==> src/rtl/result_tx_sequencer.sv <==
`timescale 1ns/1ps
// result_tx_sequencer
// Latches a 32-bit result, then hands its four bytes to a UART transmitter one
// at a time with a tx_start / tx_done handshake. Supports an optional idle gap
// between bytes and an optional per-byte timeout.
// All outputs are registered. They are decoded from the next state, so each
// output already matches the state it belongs to in the cycle it appears.
module result_tx_sequencer #(
  parameter bit LSB_FIRST      = 1'b1,
  parameter int GAP_CYCLES     = 0,
  parameter int TIMEOUT_CYCLES = 0
) (
  input  logic clk,
  input  logic reset,
  input  logic result_valid,
  input  logic tx_busy,
  input  logic tx_done,
  output logic register_result32,
  output logic send_b0,
  output logic send_b1,
  output logic send_b2,
  output logic send_b3,
  output logic tx_start,
  output logic busy,
  output logic frame_done,
  output logic overrun,
  output logic timeout_err
);

  // A single counter serves both the inter-byte gap and the byte timeout.
  // The two are never active at the same time.
  localparam int CNT_MAX = (GAP_CYCLES > TIMEOUT_CYCLES) ? GAP_CYCLES : TIMEOUT_CYCLES;
  localparam int CW      = $clog2(CNT_MAX + 2);
  localparam logic [CW-1:0] GAP_LAST = CW'(GAP_CYCLES - 1);
  localparam logic [CW-1:0] TMO_LAST = CW'(TIMEOUT_CYCLES - 1);

  typedef enum logic [2:0] {
    ST_IDLE  = 3'd0,
    ST_LATCH = 3'd1,
    ST_LOAD  = 3'd2,
    ST_WAIT  = 3'd3,
    ST_GAP   = 3'd4,
    ST_DONE  = 3'd5
  } state_t;

  state_t        state_q, state_d;
  logic [1:0]    idx_q, idx_d;
  logic [CW-1:0] cnt_q, cnt_d;
  logic          reg_q, reg_d;
  logic [3:0]    sel_q, sel_d;
  logic          tx_start_q, tx_start_d;
  logic          busy_q, busy_d;
  logic          frame_done_q, frame_done_d;
  logic          overrun_q, overrun_d;
  logic          timeout_err_q, timeout_err_d;
  logic [1:0]    pos_s;

  // Next-state, byte index and shared gap/timeout counter.
  always_comb begin
    state_d       = state_q;
    idx_d         = idx_q;
    cnt_d         = cnt_q;
    timeout_err_d = 1'b0;
    case (state_q)
      ST_IDLE: begin
        if (result_valid) begin
          state_d = ST_LATCH;
          idx_d   = 2'd0;
          cnt_d   = '0;
        end else begin
          state_d = ST_IDLE;
        end
      end
      ST_LATCH: begin
        state_d = ST_LOAD;
        cnt_d   = '0;
      end
      ST_LOAD: begin
        // tx_start_q marks the cycle in which the start pulse is on the wire.
        if (tx_start_q) begin
          state_d = ST_WAIT;
          cnt_d   = '0;
        end else begin
          state_d = ST_LOAD;
        end
      end
      ST_WAIT: begin
        // tx_done wins over a timeout that expires in the same cycle.
        if (tx_done) begin
          cnt_d = '0;
          if (idx_q == 2'd3) begin
            state_d = ST_DONE;
          end else begin
            idx_d = idx_q + 2'd1;
            if (GAP_CYCLES != 0) begin
              state_d = ST_GAP;
            end else begin
              state_d = ST_LOAD;
            end
          end
        end else if ((TIMEOUT_CYCLES != 0) && (cnt_q == TMO_LAST)) begin
          state_d       = ST_IDLE;
          cnt_d         = '0;
          timeout_err_d = 1'b1;
        end else if (TIMEOUT_CYCLES != 0) begin
          cnt_d = cnt_q + CW'(1);
        end else begin
          cnt_d = cnt_q;
        end
      end
      ST_GAP: begin
        if (cnt_q == GAP_LAST) begin
          state_d = ST_LOAD;
          cnt_d   = '0;
        end else begin
          cnt_d = cnt_q + CW'(1);
        end
      end
      ST_DONE: begin
        state_d = ST_IDLE;
      end
      default: begin
        state_d = ST_IDLE;
        idx_d   = 2'd0;
        cnt_d   = '0;
      end
    endcase
  end

  // Output decode from the next state, so the outputs can be registered.
  always_comb begin
    pos_s        = LSB_FIRST ? idx_d : (2'd3 - idx_d);
    reg_d        = (state_d == ST_LATCH);
    busy_d       = (state_d != ST_IDLE);
    frame_done_d = (state_d == ST_DONE);
    overrun_d    = result_valid && (state_q != ST_IDLE);
    // tx_busy is sampled one cycle ahead, so the pulse itself is a flop.
    tx_start_d   = (state_d == ST_LOAD) && !tx_busy;
    if ((state_d == ST_LOAD) || (state_d == ST_WAIT)) begin
      sel_d = 4'b0001 << pos_s;
    end else begin
      sel_d = 4'b0000;
    end
  end

  // State and output registers with asynchronous reset.
  always_ff @(posedge clk or posedge reset) begin
    if (reset) begin
      state_q       <= ST_IDLE;
      idx_q         <= 2'd0;
      cnt_q         <= '0;
      reg_q         <= 1'b0;
      sel_q         <= 4'b0000;
      tx_start_q    <= 1'b0;
      busy_q        <= 1'b0;
      frame_done_q  <= 1'b0;
      overrun_q     <= 1'b0;
      timeout_err_q <= 1'b0;
    end else begin
      state_q       <= state_d;
      idx_q         <= idx_d;
      cnt_q         <= cnt_d;
      reg_q         <= reg_d;
      sel_q         <= sel_d;
      tx_start_q    <= tx_start_d;
      busy_q        <= busy_d;
      frame_done_q  <= frame_done_d;
      overrun_q     <= overrun_d;
      timeout_err_q <= timeout_err_d;
    end
  end

  assign register_result32 = reg_q;
  assign send_b0           = sel_q[0];
  assign send_b1           = sel_q[1];
  assign send_b2           = sel_q[2];
  assign send_b3           = sel_q[3];
  assign tx_start          = tx_start_q;
  assign busy              = busy_q;
  assign frame_done        = frame_done_q;
  assign overrun           = overrun_q;
  assign timeout_err       = timeout_err_q;

endmodule

==> config.mk <==
export PLATFORM = sky130hd
export DESIGN_NAME = result_tx_sequencer
export DESIGN_NICKNAME = d
export VERILOG_FILES = /design/src/rtl/result_tx_sequencer.sv
export SDC_FILE = /design/constraint.sdc
export NUM_CORES = 1
export LEC_CHECK = 0
export CORE_MARGIN = 10
export CORE_UTILIZATION = 40
export CTS_CLUSTER_SIZE = 40
export DETAILED_ROUTE_END_ITERATION = 8
export PLACE_DENSITY = 0.7
export SLEW_MARGIN = 5
export SYNTH_ARGS = -nofsm -noshare
export SYNTH_HDL_FRONTEND = slang
export SYNTH_SLANG_ARGS = --single-unit
==> constraint.sdc <==
create_clock -name clk -period 3.3 [get_ports clk]
set_clock_uncertainty 0.2 [all_clocks]
set_input_delay 0.825 -clock clk [delete_from_list [all_inputs] [get_ports clk]]
set_output_delay 0.825 -clock clk [all_outputs]
set_load 0.05 [all_outputs]
**Word level (Yosys, flattened, before mapping)**

Cells that the tools add are included.

- Add/subtract/negate cells: 2
- Bitwise gates (word level): 1
- Multiplexer cells: 16
- Reductions and logical operators: 9
- Eq/ne operators: 13
- Shift operators: 1

Operators with widths:

| kind | number |
|---|---|
| $pmux W3 S5 | 1 |
| $eq A3 B2 Y1 const B | 4 |
| $eq A3 B3 Y1 const B | 3 |
| $mux W3 | 3 |
| $eq A3 B1 Y1 const B | 2 |
| $mux W1 | 6 |
| $mux W2 | 3 |
| $ne A2 B2 Y1 const B | 3 |
| $pmux W2 S3 | 1 |
| $reduce_bool A3 Y1 | 2 |
| $pmux W1 S5 | 1 |
| $mux W4 | 1 |
| $reduce_and A4 Y1 | 1 |
| $reduce_or A4 Y1 | 1 |
| $shl A1 B2 Y4 const A | 1 |
| $logic_not A3 Y1 | 1 |
| $add A2 B1 Y2 const B | 1 |
| $eq A2 B2 Y1 const B | 1 |
| $logic_and A1 B1 Y1 | 2 |
| $add A1 B1 Y1 const B | 1 |
| $logic_not A1 Y1 | 1 |
| $logic_or A1 B1 Y1 | 1 |
| $not A1 Y1 | 1 |

- Input port bits: 5
- Output and inout port bits: 10
- Word-level logic and storage cells: 51
- Register bits after elaboration: 15

**Logic depth before layout (Yosys ltp)**

Gate-level depths: netlist of the first run.

- Depth after elaboration: 7
- Depth in mapped cells: 4
- Depth with buffers taken out: 3

**Least setup slack after synthesis of the first run**

OpenSTA, ideal clock, no wires.

- Kind: input-to-reg
- Start point: in tx_done
- End point: reg sel_q[0]
- Slack: 1.476 ns
- Library setup time: 0.119 ns
- Buffers on the path: 0
- Stages on the path: 3
- Arrival time: 1.505 ns
- Required time: 2.981 ns
- Cells stage by stage: nand4_1 > a311oi_2 > o21ba_1

- Word-level cells in the longest chain between the ends: 5
- Elaborated cells between the ends (all ways): 9
- Those cells by class: eq/ne (2); shift (1); mux (5); reduce/logical (1)

RTL lines:

| item | RTL line | RTL |
|---|---|---|
| start: declaration | 17 | `input logic tx_done,` |
| $mux W3 | 89 | `if (tx_done) begin` |
| $pmux W3 S5 | 64 | `case (state_q)` |
| $eq A3 B2 Y1 | 139 | `if ((state_d == ST_LOAD) \|\| (state_d == ST_WAIT)) begin` |
| $logic_or A1 B1 Y1 | 139 |  |
| $mux W4 (*) | 139 |  |
| net sel_d[0] | 50 | `logic [3:0] sel_q, sel_d;` |
| end signal: assignment | 164 | `sel_q <= sel_d;` |
| end: declaration | 50 |  |

Mark *: on every way through the listed nets, which the timed path passes. The rest lies on a longest branch.
A chain may end at the register's enable or synchronous reset.

**Final worst setup path of the first run**

- Start point: reg tx_start_q, in the netlist tx_start
- End point: out tx_start

RTL lines:

| item | RTL line | RTL |
|---|---|---|
| start: declaration | 51 | `logic tx_start_q, tx_start_d;` |
| start signal: assignment | 165 | `tx_start_q <= tx_start_d;` |
| end: declaration | 23 | `output logic tx_start,` |

No word-level cell between the ends.

==> results of run 1 <==
[flip-flops by register name, summed over array words and instances (netlist names)]
signal             count
state_q                3
sel_q                  4
overrun                1
register_result32      1
frame_done             1
tx_start               1
idx_q                  2
cnt_q                  1
busy                   1
[cells in the mapped netlist (2+ instances only)]
cell type / count
a21boi_0: 2
buf_4: 2
dfrtp_1: 15
inv_1: 4
mux2i_1: 3
nand2b_1: 2
nand3_1: 4
nor2_1: 4
nor3_1: 3
nor3b_1: 4
[power groups by stage]
stage,registers [mW],logic (mW),clock network (mW)
after floorplan,0.391,0.178,0
after detailed placement,0.308,0.362,0
final,0.304,0.359,0.0995
after global placement,0.304,0.358,0
after global routing,0.316,0.390,0.110
after CTS,0.304,0.363,0.104
[logic make-up (layout without fill, tap and decap cells)]
family                 Yosys count  after routing  share of synthesized area [%]
AO/OA/AOI/OAI                    9              9                           11.8
multiplexers                     3              3                           4.36
AND/OR/NAND/NOR                 25             25                           23.1
buffers and inverters            8             21                           5.63
other                            1              1                          0.545
flip-flops                      15             15                           54.5
[worst paths after layout]
| path | cells past startpoint | end |
|---|---|---|
| worst max-delay path | 1 | tx_start |
| worst min-delay path | 2 | cnt_q |
| worst max register to register | 3 | sel_q[0] |
| worst min register to register | 2 | cnt_q |
| max in group asynchronous | 2 | cnt_q |
| min in group asynchronous | 2 | sel_q[1] |
[per-layer routing]
metal,share of wire (%),routed length (µm)
met5,0,0
met4,0,0
met3,11,140
met2,43,558
met1,47,608
[through the flow]
step / utilization, % / hold slack (ns)
final: 53.9 / 0.368
after global routing: 53.9 / 0.418
after CTS: 53.9 / 0.369
after detailed placement: 52.2 / 0.346
after global placement: 52.2 / 0.349
after floorplan: - / 0.273
[cell type report]
type,count,area (µm²),share of cell area [%]
flip-flops and latches,15,375,44.6
multi-input cells,38,274,32.6
repair buffers,13,130,15.5
clock buffers,4,26.3,3.13
well taps,16,20.0,2.38
inverters,4,15.0,1.79
==> flow_summary.toml, run 1 <==
[global_route]
met1_usage_pct = 10.0
grt_util_met2_pct = 12.4
antenna_found_initial = 0
grtUsageTotal_pct = 8.13
grt_max_degree = 16
overflow = 0
grt_pass1_vias = 494
grt_pass1_wl_um = 2350
busiest_layer = "met2"
grtUsageMet3_pct = 4.73

[hold_path]
min_path_type = "flip-flop to flip-flop"
hp-start = "cnt_q"

[pwr]
p_switching_mw = 0.336
p_leak_nw = 0.380
p_total_mw = 0.762
max-vdd-ir-drop_mv = 0.569
p_int_mw = 0.426
p_seq_share_pct = 39.9
netSwitchingFraction_pct = 44.1
pwr_density_cell_nw_per_um2 = 907
power.clock.fraction_pct = 13.1
share_comb_of_total_power_pct = 47.1

[setup_path]
cp-end-kind = "output port"
cpMaxStageDelayCell = "clkdlybuf4s50_1"
crit_path_cell_trace = "clkdlybuf4s50_1"
start_kind = "flip-flop"
crit_family = "buffers and inverters"
critPathBufInv = 1
crit_path_max_incr_delay_ns = 0.80
cp_max_fo = 2
worstSetupStartpoint = "tx_start"
critPathArrivalTime_ns = 1.42
cp.required_ns = 2.27
r2r-start = "state_q[1]"
critical_path_class = "flip-flop to output port"
regToRegSetupSlack_ns = 1.49

[clocking]
cts_buffer_depth = 2
cts_sinks = 15
cts_tree = "done"
clk_pin_slew_ns = 0.08
clkLatencyLatePin_ns = 0.27
root_buffer = "clkbuf_4"
post_cts_buffers = 0
htree_levels = 1
post_cts_resized = 0
holdBufCountCts = 0
cts-buffers-inserted = 3

[floorplan]
dieHeight_um = 61.5
core_area_um2 = 1560
fp-row-count = 14
die_x_um = 61.5
die_area_um2 = 3780
ios = 15
start_util_pct = 44.1

[timing]
drv_slew = 0
setup_viol = 0
hold_viol_final = 0
fin_tns_setup_ns = 0
rsz0062_at_grt = "no"
max-slew-margin-rel_pct = 63.6
final.setup.worst_slack_ns = 0.851
finalCritPeriodShare_pct = 74.2
fin_crit_ns = 2.45
fmax_mhz = 408
tightest_slew_ns = 0.545

[logic_synthesis]
synth_top_cell_area_share_pct = 54.5
ys_seq_elements = 15
ys_warn_count = 0
yosysTopAreaCell = "dfrtp_1"
synthFlopType = "dfrtp_1"
synth.top_cells.by_area = "dfrtp_1 55%, mux2i_1 4.4%, nor3b_1 4.4%, nand3_1 2.9%, nor3_1 2.2%"
synth_area_per_cell_um2 = 11.3
synth_area_um2 = 688
synthCells = 61
synth.net_count = 66
synth_edf_count = 0
synth_cell_type_count = 28
async_flop_share_pct = 100
ys_seq_area_share_pct = 54.5

[place]
numPlacedInstances = 86
dp_hpwl_um = 1010
postPlaceCellArea_um2 = 815
portBuffers = 13
routabilityCongestion = 0.773
post-place-ws_ns = 0.733

[detailed_routing]
drt_iter0_drc = 7
wl_um = 1310
via_per_inst = 5.34
post-route-drc-count = 0
drtPass1Iterations = 4
routedWlPerCell_um = 14.5
vias = 481
final_antenna_net_count = 0

[cells_and_area]
layout-drive-gt1-share_pct = 9.46
final_cells = 90
final_area_um2 = 841
fillers = 143
diodes = 0
final_common_cell = "dfrtp_1"
most-common-layout-cells = "15 x dfrtp_1, 13 x clkdlybuf4s50_1"
finalNetCount = 80
area_delta_synth_final_pct = 22.2

[flow_run]
drv_cap = 0

[outcome]
status = "finished, final reports clean"
(Power assumes the default switching activity.)
==> run 2, diff against run 1 <==
Settings changed: PLACE_DENSITY 0.7 to 0.73.
Clock period 3.3 ns to 2.19 ns, I/O delays scaled along.
==> flow_summary.toml, run 2 (same netlist as run 1, synthesis figures left out) <==
[cells_and_area]
most-common-layout-cells = "15 x dfrtp_1, 12 x buf_4"
area_delta_synth_final_pct = 22.4
finalNetCount = 83
layout-drive-gt1-share_pct = 26.0
final_common_cell = "dfrtp_1"
reg.largest.list = "sel_q (4), state_q (3), idx_q (2)"
top_register = "sel_q"
largest_reg_flops = 4
diodes = 0
fin_util_pct = 54.0

[hold_path]
holdPathStages = 2
min_path_type = "flip-flop to flip-flop"

[floorplan]
die_x_um = 61.5
dieHeight_um = 61.5
ios = 15
fp-row-count = 14
die_area_um2 = 3780
core_area_um2 = 1560
start_util_pct = 44.1

[place]
routabilityCongestion = 0.815
portBuffers = 13
post-place-ws_ns = 0.00826
dp_hpwl_um = 1000

[global_route]
antenna_found_initial = 0
grt_pass1_wl_um = 2300
overflow = 0
grt_pass1_vias = 479
grt_max_degree = 16
grtUsageTotal_pct = 8.13

[pwr]
pwr_density_cell_nw_per_um2 = 1370
p_leak_nw = 0.411
max-vdd-ir-drop_mv = 0.821

[timing]
hold_viol_final = 0
fmax_mhz = 529
fin_crit_ns = 1.89
final.setup.worst_slack_ns = 0.300
drv_slew = 0
finalCritPeriodShare_pct = 86.3
tightest_slew_ns = 0.557
rsz0062_at_grt = "no"
max-slew-margin-rel_pct = 62.8
setup_viol = 0
timing.hold.ws_ns = 0.393

[detailed_routing]
wl_met2_um = 639
final_antenna_net_count = 0
drt_iter0_drc = 15
drt-met1-wl_um = 546
via_per_inst = 5.44
wl_met3_um = 101
top_layer_used = "met4"
drtPass1Iterations = 2
routedWlPerCell_um = 14.1
post-route-drc-count = 0
wl_um = 1310
vias = 506

[clocking]
clk_pin_slew_ns = 0.08
cts-buffers-inserted = 3
post_cts_resized = 0
cts_tree = "done"
holdBufCountCts = 0
clkLatencyLatePin_ns = 0.28
root_buffer = "clkbuf_4"
post_cts_buffers = 0
htree_levels = 1
cts_buffer_depth = 2
cts_sinks = 15

[flow_run]
drv_cap = 0

[outcome]
status = "finished, final reports clean"

[setup_path]
cp_max_fo = 5
critPathArrivalTime_ns = 1.85
start_kind = "input pin"
cp.required_ns = 2.15
critical_path_class = "input pin to flip-flop"
r2r_cells = 4
cp-end-kind = "flip-flop"
==> run 2: area by class of cell <==
| cell class | instances | area (µm²) |
|---|---|---|
| Tap cell | 16 | 20.0 |
| Timing Repair Buffer | 16 | 130 |
| Clock inverter | 1 | 5.00 |
| Clock buffer | 3 | 22.5 |
| Inverter | 4 | 15.0 |
| Multi-Input combinational cell | 38 | 274 |
| Fill cell | 134 | 717 |
| Sequential cell | 15 | 375 |
==> run 2: critical path, stage by stage <==
cell             delay, ns
clkdlybuf4s50_1       0.48
nand4_1               0.12
a311oi_2              0.48
buf_4                 0.19
nor3_1                0.04
==> run 2: final timing paths <==
kind                       startpoint         end  slack [ns]
setup / recovery              tx_done    tx_start        0.30
setup reg to reg           state_q[1]    tx_start        0.38
max in group asynchronous       reset  frame_done        1.02
hold / removal                  cnt_q       cnt_q        0.39
min in group asynchronous       reset    sel_q[3]        0.40
hold reg to reg                 cnt_q       cnt_q        0.39
==> run 2: power breakdown <==
| group | switching (mW) | total (mW) | internal (mW) | leakage (nW) |
|---|---|---|---|---|
| Sequential | 0.0979 | 0.458 | 0.360 | 0.194 |
| Combinational | 0.330 | 0.541 | 0.211 | 0.200 |
| Clock | 0.0861 | 0.154 | 0.0678 | 0.0177 |
| Total | 0.514 | 1.15 | 0.638 | 0.411 |
==> run 2: routing by layer <==
layer	vias to the layer above	GRT usage, %
met5	-	0
met3	4	2.67
met1	240	10.0
met4	0	4.78
li1	252	-
met2	10	12.1
==> run 2: stage by stage <==
| stage | power, mW | instances | setup TNS (ns) | area [µm²] |
|---|---|---|---|---|
| final | 1.15 | 93 | 0 | 842 |
| after floorplan | 0.856 | 61 | 0 | 688 |
| after detailed placement | 1.01 | 89 | 0 | 815 |
| after global placement | 0.999 | 89 | -0.00397 | 815 |
| after CTS | 1.16 | 93 | 0 | 842 |
| after global routing | 1.23 | 93 | 0 | 842 |
